`config.mk`:
```
export PLATFORM = sky130hd
export DESIGN_NAME = pipeline_controller
export DESIGN_NICKNAME = d
export VERILOG_FILES = /design/src/rtl/cpu_ctrl_pkg.sv /design/src/rtl/hazard_detect.sv /design/src/rtl/pipeline_controller.sv
export SDC_FILE = /design/constraint.sdc
export NUM_CORES = 1
export LEC_CHECK = 0
export ABC_AREA = 1
export CAP_MARGIN = 20
export CORE_MARGIN = 4
export CORE_UTILIZATION = 44
export DETAILED_ROUTE_END_ITERATION = 10
export GPL_TIMING_DRIVEN = 0
export PLACE_DENSITY_LB_ADDON = 0.15
export SYNTH_ARGS = -nofsm -noshare
export SYNTH_HDL_FRONTEND = slang
export SYNTH_SLANG_ARGS = --single-unit
```
`constraint.sdc`:
```
create_clock -name clock -period 2.3 [get_ports clock]
set_input_delay 0.46 -clock clock [delete_from_list [all_inputs] [get_ports clock]]
set_output_delay 0.46 -clock clock [all_outputs]
set_load 0.01 [all_outputs]
```
`src/rtl/cpu_ctrl_pkg.sv`:
```
`default_nettype none
// ============================================================================
// Module   : cpu_ctrl_pkg
// Purpose  : Shared controller state encoding, defaults and helpers.
// Revision : 1.0
// ============================================================================
package cpu_ctrl_pkg;

  typedef enum logic [1:0] {
    ST_HALT  = 2'd0,
    ST_RUN   = 2'd1,
    ST_DRAIN = 2'd2
  } ctrl_state_e;

  localparam int DEFAULT_DRAIN_CYCLES = 4;

  function automatic logic [15:0] sat_inc16(input logic [15:0] v);
    return (v == 16'hFFFF) ? v : v + 16'd1;
  endfunction

endpackage
`default_nettype wire

```
`src/rtl/hazard_detect.sv`:
```
`default_nettype none
// ============================================================================
// Module   : hazard_detect
// Purpose  : Combinational load-use hazard detection between ID/EX and IF/ID.
// Revision : 1.0
// ============================================================================
module hazard_detect #(
  parameter int REG_ADDR_W = 3
) (
  input  logic                  idex_mem_read_i,
  input  logic [REG_ADDR_W-1:0] idex_rd_i,
  input  logic [REG_ADDR_W-1:0] ifid_rs_i,
  input  logic [REG_ADDR_W-1:0] ifid_rt_i,
  input  logic                  ifid_uses_rt_i,
  output logic                  load_use_o
);

  logic w_rd_nonzero;
  logic w_rs_match;
  logic w_rt_match;

  // Register 0 is hard-wired, so a load targeting it never creates a dependency.
  assign w_rd_nonzero = (idex_rd_i != '0);
  assign w_rs_match   = (idex_rd_i == ifid_rs_i);
  assign w_rt_match   = ifid_uses_rt_i && (idex_rd_i == ifid_rt_i);
  assign load_use_o   = idex_mem_read_i && w_rd_nonzero && (w_rs_match || w_rt_match);

endmodule
`default_nettype wire

```
`src/rtl/pipeline_controller.sv`:
```
`default_nettype none
// ============================================================================
// Module   : pipeline_controller
// Purpose  : Run/drain/halt FSM, per-stage enables, hazard controls, counters.
// Revision : 1.0
// ============================================================================
module pipeline_controller
  import cpu_ctrl_pkg::*;
#(
  parameter int REG_ADDR_W   = 3,
  parameter int DRAIN_CYCLES = DEFAULT_DRAIN_CYCLES
) (
  input  logic                  clock,
  input  logic                  reset,
  input  logic                  exec,
  input  logic                  halt_cmd,
  input  logic                  idex_mem_read,
  input  logic [REG_ADDR_W-1:0] idex_rd,
  input  logic [REG_ADDR_W-1:0] ifid_rs,
  input  logic [REG_ADDR_W-1:0] ifid_rt,
  input  logic                  ifid_uses_rt,
  input  logic                  branch_taken,
  output logic                  en_pc,
  output logic                  en_ifid,
  output logic                  en_idex,
  output logic                  en_exmem,
  output logic                  en_memwb,
  output logic                  stall_pc,
  output logic                  stall_ifid,
  output logic                  flush_ifid,
  output logic                  flush_idex,
  output logic                  is_halt_now,
  output logic [15:0]           stall_count,
  output logic [15:0]           flush_count
);

  localparam int                C_DCNT_W     = (DRAIN_CYCLES > 1) ? $clog2(DRAIN_CYCLES) : 1;
  localparam logic [C_DCNT_W-1:0] C_DRAIN_LOAD = C_DCNT_W'(DRAIN_CYCLES - 1);

  ctrl_state_e          state_q, state_d;
  logic [C_DCNT_W-1:0]  drain_q, drain_d;
  logic [15:0]          stall_cnt_q, stall_cnt_d;
  logic [15:0]          flush_cnt_q, flush_cnt_d;
  logic                 w_load_use;

  hazard_detect #(
    .REG_ADDR_W(REG_ADDR_W)
  ) u_hazard_detect (
    .idex_mem_read_i(idex_mem_read),
    .idex_rd_i      (idex_rd),
    .ifid_rs_i      (ifid_rs),
    .ifid_rt_i      (ifid_rt),
    .ifid_uses_rt_i (ifid_uses_rt),
    .load_use_o     (w_load_use)
  );

  always_comb begin
    state_d     = state_q;
    drain_d     = drain_q;
    stall_cnt_d = stall_cnt_q;
    flush_cnt_d = flush_cnt_q;
    en_pc       = 1'b0;
    en_ifid     = 1'b0;
    en_idex     = 1'b0;
    en_exmem    = 1'b0;
    en_memwb    = 1'b0;
    stall_pc    = 1'b0;
    stall_ifid  = 1'b0;
    flush_ifid  = 1'b0;
    flush_idex  = 1'b0;
    is_halt_now = 1'b0;

    case (state_q)
      ST_HALT: begin
        is_halt_now = 1'b1;
        if (exec) state_d = ST_RUN;
      end
      ST_RUN: begin
        {en_pc, en_ifid, en_idex, en_exmem, en_memwb} = 5'b11111;
        // A taken branch discards the dependent instruction, so it overrides the stall.
        if (branch_taken) begin
          flush_ifid  = 1'b1;
          flush_idex  = 1'b1;
          flush_cnt_d = sat_inc16(flush_cnt_q);
        end else if (w_load_use) begin
          stall_pc    = 1'b1;
          stall_ifid  = 1'b1;
          flush_idex  = 1'b1;
          stall_cnt_d = sat_inc16(stall_cnt_q);
        end
        if (exec || halt_cmd) begin
          state_d = ST_DRAIN;
          drain_d = C_DRAIN_LOAD;
        end
      end
      ST_DRAIN: begin
        {en_ifid, en_idex, en_exmem, en_memwb} = 4'b1111;
        flush_ifid = 1'b1;
        if (drain_q == '0) state_d = ST_HALT;
        else               drain_d = drain_q - C_DCNT_W'(1);
      end
      default: begin
        is_halt_now = 1'b1;
        state_d     = ST_HALT;
        drain_d     = '0;
      end
    endcase
  end

  always_ff @(posedge clock) begin
    if (reset) begin
      state_q     <= ST_HALT;
      drain_q     <= '0;
      stall_cnt_q <= 16'd0;
      flush_cnt_q <= 16'd0;
    end else begin
      state_q     <= state_d;
      drain_q     <= drain_d;
      stall_cnt_q <= stall_cnt_d;
      flush_cnt_q <= flush_cnt_d;
    end
  end

  assign stall_count = stall_cnt_q;
  assign flush_count = flush_cnt_q;

endmodule
`default_nettype wire

```
==> summary.txt, run 1 <==
Setup path
  – Crit path max fanout: 3
  – Worst R2R Start: flush_count[0]
  – Critical Path RT: roughly 1800 ps
  – CP startpoint kind: primary input
  – Crit path DAT: 1780 ps
  – Worst R2R Setup Slack: roughly 420 ps
  – Reg2Reg Depth: 9
  – R2r endpoint: flush_count[5]
  – Critical path endpoint category: primary output
  – Critical path class: primary input to primary output

Yosys
  – Warnings from Yosys: 0
  – #FFs+latches synth: 36
  – Sequential cell area fraction in the yosys report: 30.3%
  – Synth cell types: 27
  – Syn_area_per_cell: around 6.4 um2
  – Syn Inst Count: roughly 370
  – Post-Syn Nets: 393
  – Netlist Area Pre-Place: roughly 2400 um2

Routing
  – Drt total wl: between 5000 and 6000 um
  – Vias/cell: a little under 5
  – Iter 0 DRT Violations: 85
  – DRC: 0
  – Drt wl/cell: ~11 um
  – Initial DRT Pass Iterations: 4
  – Via Count: 2,486
  – Post-DRT Antenna Nets: 0

Finish
  – Area grow syn2layout: 32.8%
  – Fillers: roughly 490
  – Storage element area: slightly above 700 um2
  – Antenna Cells: 0
  – Most common cell after layout, fill and taps aside: nand2_1
  – Multi-input logic area: roughly 1400 um2
  – Share of layout cells above drive strength 1: roughly a tenth
  – Nets@finish: 460
  – Cell Count, Final, Fillers Out: roughly 510
  – Commonest non-fill, non-tap cells in the layout: nand2_1, clkdlybuf4s50_1, nor2_1, inv_1, dfxtp_1

Placed design
  – HPWL after DPL: 4420 um
  – Placed Cells: roughly 500
  – Dpl ws: -854 ps
  – GPL Wtd Cong: between 0.8 and 0.9
  – Port bufs: 57

Pwr
  – Cell internal pwr: between 1 and 1.5 mW
  – P_sw: ~0.66 mW
  – Clock share of power: 23.9%
  – Comb power frac: slightly above 40%
  – P per Cell Area: ~620 nW/um2
  – Flop pwr share: 35.5%
  – Peak supply drop: ~0.71 mV
  – Leakage power: between 1 and 1.5 nW
  – Sw Ratio: 33.6%

Floorplanning
  – Starting density of the core: 46.0%
  – Die Width: between 80 and 90 um
  – Die Ht: ~82 um
  – Ports: 58
  – Die area: roughly 6600 um2
  – Area of the core: roughly 5200 um2
  – FP Rows: 26

Clock network
  – Clock transition at path regs: around 70 ps
  – CTS H-tree lvls: 2
  – TritonCTS buffer count: 5
  – Clock latency on the worst-skew pair: 290 ps
  – Clk sink count: 36
  – CTS tree: done
  – Root Buffer: clkbuf_8
  – Clock Path Buffers: 2

Timing
  – Slew headroom: about 66%
  – Clk_skew: slightly above 7 ps
  – RSZ-0062 raised after global routing: true
  – Setup ws final: 57.2 ps
  – Achievable Freq: ~450 MHz
  – Fin. max-slew vios: 0
  – Crit path time final: approximately 2200 ps
  – Worst Max-Slew Pin Slew: 510 ps
  – Final setup violating endpoints: 0
  – Hold Violations, Final: 0
  – Final Cycle Share: around 98%

GRT
  – GR Overflow Total: 0
  – Initial antenna violation count: 0
  – Vias in the first global route: approximately 2.3k
  – Total track usage: about a fifth
  – Pin count of the biggest net entering global routing: 11
  – First-pass GRT wire length: roughly 10,000 um

Worst hold path
  – Worst min path class: flip-flop to flip-flop
  – Hold Path Sink: drain_q[0]
  – Hold Crit Depth: 2
  – Worst hold start: drain_q[0]

Status
  – Status: finished, final reports clean

Job
  – Max-cap violation count: 0
cells by family (layout without fill, tap and decap cells):
| kind of cell | Yosys count | count (layout) | share of synthesized area (%) |
|---|---|---|---|
| AO/OA/AOI/OAI | 46 | 46 | 11.1 |
| buffers and inverters | 56 | 124 | 10.4 |
| flip-flops | 36 | 36 | 30.3 |
| XOR/XNOR | 13 | 13 | 4.79 |
| AND/OR/NAND/NOR | 214 | 214 | 40.3 |
| adder cells (fa/ha/maj) | 6 | 6 | 3.16 |
flip-flops by register name, summed over array words and instances (netlist names):
| signal | count |
|---|---|
| flush_count | 16 |
| drain_q | 2 |
| state_q | 2 |
| stall_count | 16 |
what timing repair did:
item                       4_1_cts  5_1_grt
buffers inserted                 3        1
pin swaps                        4        2
cloned                           0        0
hold buffers                     0        0
gates resized for setup         26        6
setup endpoints to repair        4        6
how the worst max path moves through the flow:
stage	from	end	slack, ps	depth (start not counted)
floorplan	state_q[1]	stall_pc	60	9
global placement	idex_rd[0]	stall_pc	-840	9
detailed placement	idex_rd[0]	stall_pc	-850	9
CTS	ifid_rt[0]	stall_pc	-50	12
finish	ifid_rt[0]	stall_pc	60	11
global route	ifid_rt[0]	stall_pc	-40	11
layout make-up:
class	instances	area share [%]
flip-flops and latches	36	22.9
inverters	44	5.23
plain buffers	11	2.46
repair buffers	61	18.5
multi-input cells	279	45.4
well taps	70	2.77
clock buffers	8	2.85
critical path: stages:
cell,delay [ps]
clkdlybuf4s50_1,470
inv_2,40
nand2_1,40
nand2_1,50
nor2_1,80
nand2_1,80
a21boi_2,210
inv_2,80
nor2_4,90
buf_6,100
buf_6,90
per-stage QoR:
step                util [%]  area [um2]  hold WS [ps]  power (mW)  TNS (ps)
floorplan                  -        2380           455        1.16         0
global placement        58.7        3040           476        1.48     -2340
detailed placement      58.7        3040           477        1.49     -2370
CTS                     61.0        3150           488        1.99     -49.1
global route            61.1        3160           519        2.11     -41.9
finish                  61.1        3160           488        1.97         0
power groups by stage:
stage | sequential, mW | clock, mW | combinational (mW)
floorplan | 0.706 | 0 | 0.453
global placement | 0.706 | 0 | 0.777
detailed placement | 0.707 | 0 | 0.783
CTS | 0.698 | 0.486 | 0.802
global route | 0.707 | 0.507 | 0.892
finish | 0.701 | 0.472 | 0.799
metal layers:
| metal | vias to the layer above | share of wire (%) | track usage [%] |
|---|---|---|---|
| li1 | 1317 | - | - |
| met1 | 1112 | 48 | 24.2 |
| met2 | 53 | 47 | 32.5 |
| met3 | 4 | 4.7 | 5.15 |
| met4 | 0 | 0.99 | 5.74 |
| met5 | - | 0 | 0 |
cells in the mapped netlist, drive strengths merged:
library cell,n,area (um2)
inv,44,165
xnor2,7,61.3
ha,6,75.1
o21ai,9,45.0
buf,9,70.1
dfxtp,36,721
nand3b,3,22.5
a21oi,33,184
o221ai,1,8.76
nand2,120,465
a21boi,1,11.3
nor2,47,214
nand3,27,148
xor2,6,52.6
a211oi,1,7.51
nor3,3,15.0
nand4,14,93.8
clkbuf,3,11.3
o21bai,1,7.51
No activity file was read; power rests on OpenSTA's default activity.
==> run 2, diff against run 1 <==
--- a/config.mk
+++ b/config.mk
@@ -5,7 +5,7 @@
 export SDC_FILE = /design/constraint.sdc
 export NUM_CORES = 1
 export LEC_CHECK = 0
-export ABC_AREA = 1
+export ABC_AREA = 0
 export CAP_MARGIN = 20
 export CORE_MARGIN = 4
 export CORE_UTILIZATION = 44
==> run 2 against run 1 <==
Core utilization is 4.3 points higher. Total power is 25% lower. First-iteration DRC count is 33% higher. Synthesized cell count is 36% lower. Non-clock buffer count is 3 higher. Hold slack worse by 14 ps. Cell area is 7.4% lower. Critical path depth is 4 lower. Global-route usage is 2.8 points lower. Area after synthesis is 12% lower.
==> summary.txt, run 2 <==
Pwr
  – Leakage power: 1.02 nW
  – Overall Power: between 1 and 1.5 mW
  – P per Cell Area: between 500 and 600 nW/um2
  – Peak supply drop: 0.265 mV

Finish
  – Commonest non-fill, non-tap cells in the layout: clkdlybuf4s50_1, dfxtp_1, nor2_1, a21oi_1, xnor2_1
  – Most common cell after layout, fill and taps aside: clkdlybuf4s50_1
  – Share of layout cells above drive strength 1: approximately 15%
  – Fillers: 400
  – Antenna Cells: 0
  – Storage element area: slightly above 700 um2
  – Nets@finish: 328
  – Area grow syn2layout: 40.2%
  – Post-Layout Inst Area: 2930 um2
  – Multi-input logic area: between 1000 and 1500 um2

Yosys
  – Asr flop ratio synth: 0%
  – #FFs+latches synth: 36
  – Share of the synthesized area in the top cell type: 34.5%
  – Warnings from Yosys: 0
  – Syn_area_per_cell: around 8.7 um2
  – Number of synthesized flops with an enable pin: 0
  – Synth cell types: 46
  – Synth top area cells: dfxtp_1, xnor2_1, a21oi_1, nor2_1, ha_1
  – Synth Flop Type: dfxtp_1
  – Sequential cell area fraction in the yosys report: between 30 and 40%
  – Netlist Area Pre-Place: 2090 um2
  – Cell with the most instances after synthesis: dfxtp_1
  – Largest area contributor in the netlist: dfxtp_1
  – Top post-synthesis cells by count: dfxtp_1, nor2_1, a21oi_1
  – Post-Syn Nets: 261
  – Syn Inst Count: 239

Placed design
  – HPWL after DPL: about 3600 um
  – Cell Area, Placed: between 2000 and 3000 um2
  – Dpl ws: -994 ps
  – GPL Wtd Cong: 0.846
  – Port bufs: 57

GRT
  – Total track usage: 16.6%
  – First-pass GRT wire length: ~8100 um
  – Pin count of the biggest net entering global routing: 19
  – Initial antenna violation count: 0
  – GR Overflow Total: 0
  – Vias in the first global route: about 1.7k

Timing
  – Fin. max-slew vios: 0
  – Clk_skew: about 3.7 ps
  – Final hold slack: between 400 and 500 ps
  – Hold Violations, Final: 0
  – Final Cycle Share: 97.7%
  – Final setup violating endpoints: 0
  – Setup TNS: 0 ps
  – Achievable Freq: 445 MHz
  – Worst Max-Slew Pin Slew: 625 ps
  – RSZ-0062 raised after global routing: false
  – Setup ws final: 53.4 ps
  – Slew headroom: between 50% and 60%
  – Crit path time final: 2250 ps

Setup path
  – Worst R2R Start: state_q[1]
  – CP cell instances: clkdlybuf4s50_1, xnor2_1, and4_4, o21ai_4, buf_12, inv_2, clkdlybuf4s15_2
  – CP startpoint kind: primary input
  – Crit. Startpoint: ifid_rt[1]
  – Worst path slowest cell: clkdlybuf4s50_1
  – CP peak stage delay: between 400 and 500 ps
  – Critical path endpoint category: primary output
  – Crit path max fanout: 3
  – Crit path DAT: approximately 1800 ps
  – Worst path bufs/invs: 4
  – CP top delay family: buffers and inverters
  – Critical path class: primary input to primary output
  – Critical Path RT: about 1800 ps

Clock network
  – Clock Path Buffers: 2
  – CTS H-tree lvls: 2
  – Clock latency on the worst-skew pair: 290 ps
  – CTS tree: done
  – Clock transition at path regs: 70 ps
  – Root Buffer: clkbuf_8
  – Clk sink count: 36
  – TritonCTS buffer count: 5

Floorplanning
  – Die area: between 5000 and 6000 um2
  – Die Ht: just under 80 um
  – Die Width: 76.9 um
  – FP Rows: 24
  – Ports: 58
  – Starting density of the core: ~47%
  – Area of the core: approximately 4500 um2

Job
  – Max-cap violation count: 0

Worst hold path
  – Worst hold start: drain_q[0]
  – Worst min path class: flip-flop to flip-flop

Routing
  – Via Count: 1,976
  – Drt total wl: between 4000 and 5000 um
  – Drt wl/cell: approximately 14 um
  – Vias/cell: about 5.5
  – Post-DRT Antenna Nets: 0
  – DRC: 0
  – Initial DRT Pass Iterations: 4
  – Iter 0 DRT Violations: approximately 110

Status
  – Status: finished, final reports clean
run 2: cell count changes in the layout (fill, tap and decap cells not counted), sizes merged, moves of 9 or more:
cell	previous run	this run
nand2	120	12
or4	0	10
nor2	47	27
nand3	27	10
inv	44	10
a21oi	33	22
o31ai	0	9
run 2: per-layer routing:
| metal | up-vias | wire length (um) | global-route usage [%] |
|---|---|---|---|
| met5 | - | 0 | 0 |
| li1 | 1003 | - | - |
| met2 | 63 | 2130 | 25.3 |
| met1 | 905 | 2350 | 22.5 |
| met4 | 0 | 49 | 4.35 |
| met3 | 5 | 353 | 5.50 |
run 2: kinds of logic after synthesis:
family	share of synthesized area [%]
buffers and inverters	6.71
xor gates and xnor gates	7.97
DFF	34.5
adders and majority gates	3.60
AOI/OAI and AO/OA	15.2
muxes	3.36
and+or+nand+nor	28.7
run 2: cell type report:
class | instances | share of cell area, %
Clock inverter | 1 | 1.03
Sequential cell | 36 | 24.7
Inverter | 10 | 1.28
Multi-Input combinational cell | 178 | 43.4
Clock buffer | 7 | 3.29
Buffer | 14 | 3.63
Tap cell | 52 | 2.22
Timing Repair Buffer | 61 | 20.4
run 2: repair_timing:
action | 4_1_cts | 5_1_grt
setup buffers | 4 | 0
endpoints found under the hold margin | 0 | 0
pin swaps | 2 | 1
resized for setup | 26 | 4
endpoints found under the setup margin | 4 | 5
hold buffers | 0 | 0
cloned | 0 | 0
run 2: where the power goes:
group	switching, mW	leakage (nW)	internal [mW]	total (mW)
clock	0.225	0.0645	0.382	0.607
combinational	0.0968	0.666	0.127	0.223
sequential	0.00764	0.291	0.631	0.639
run 2: worst register-to-register path: cells and delay by family (launching register included):
| kind | cells | cell delay, ps |
|---|---|---|
| simple gates | 2 | 530 |
| buf+inv | 3 | 420 |
| flops | 1 | 340 |
| mux | 1 | 320 |
| compound gates | 2 | 210 |
| fa+ha+maj | 1 | 190 |
run 2: metrics by stage:
step,std cells,util (%)
after global placement,348,60.9
after CTS,359,65.1
after global routing,359,65.4
after detailed placement,348,60.9
final,359,65.4
after floorplan,239,-
run 2: path summary, 6_finish.rpt:
kind | to | slack, ps | cells after the start
setup / recovery | stall_ifid | 50 | 7
hold / removal | drain_q[0] | 470 | 2
setup reg to reg | stall_count[15] | 170 | 9
hold reg to reg | drain_q[0] | 470 | 2
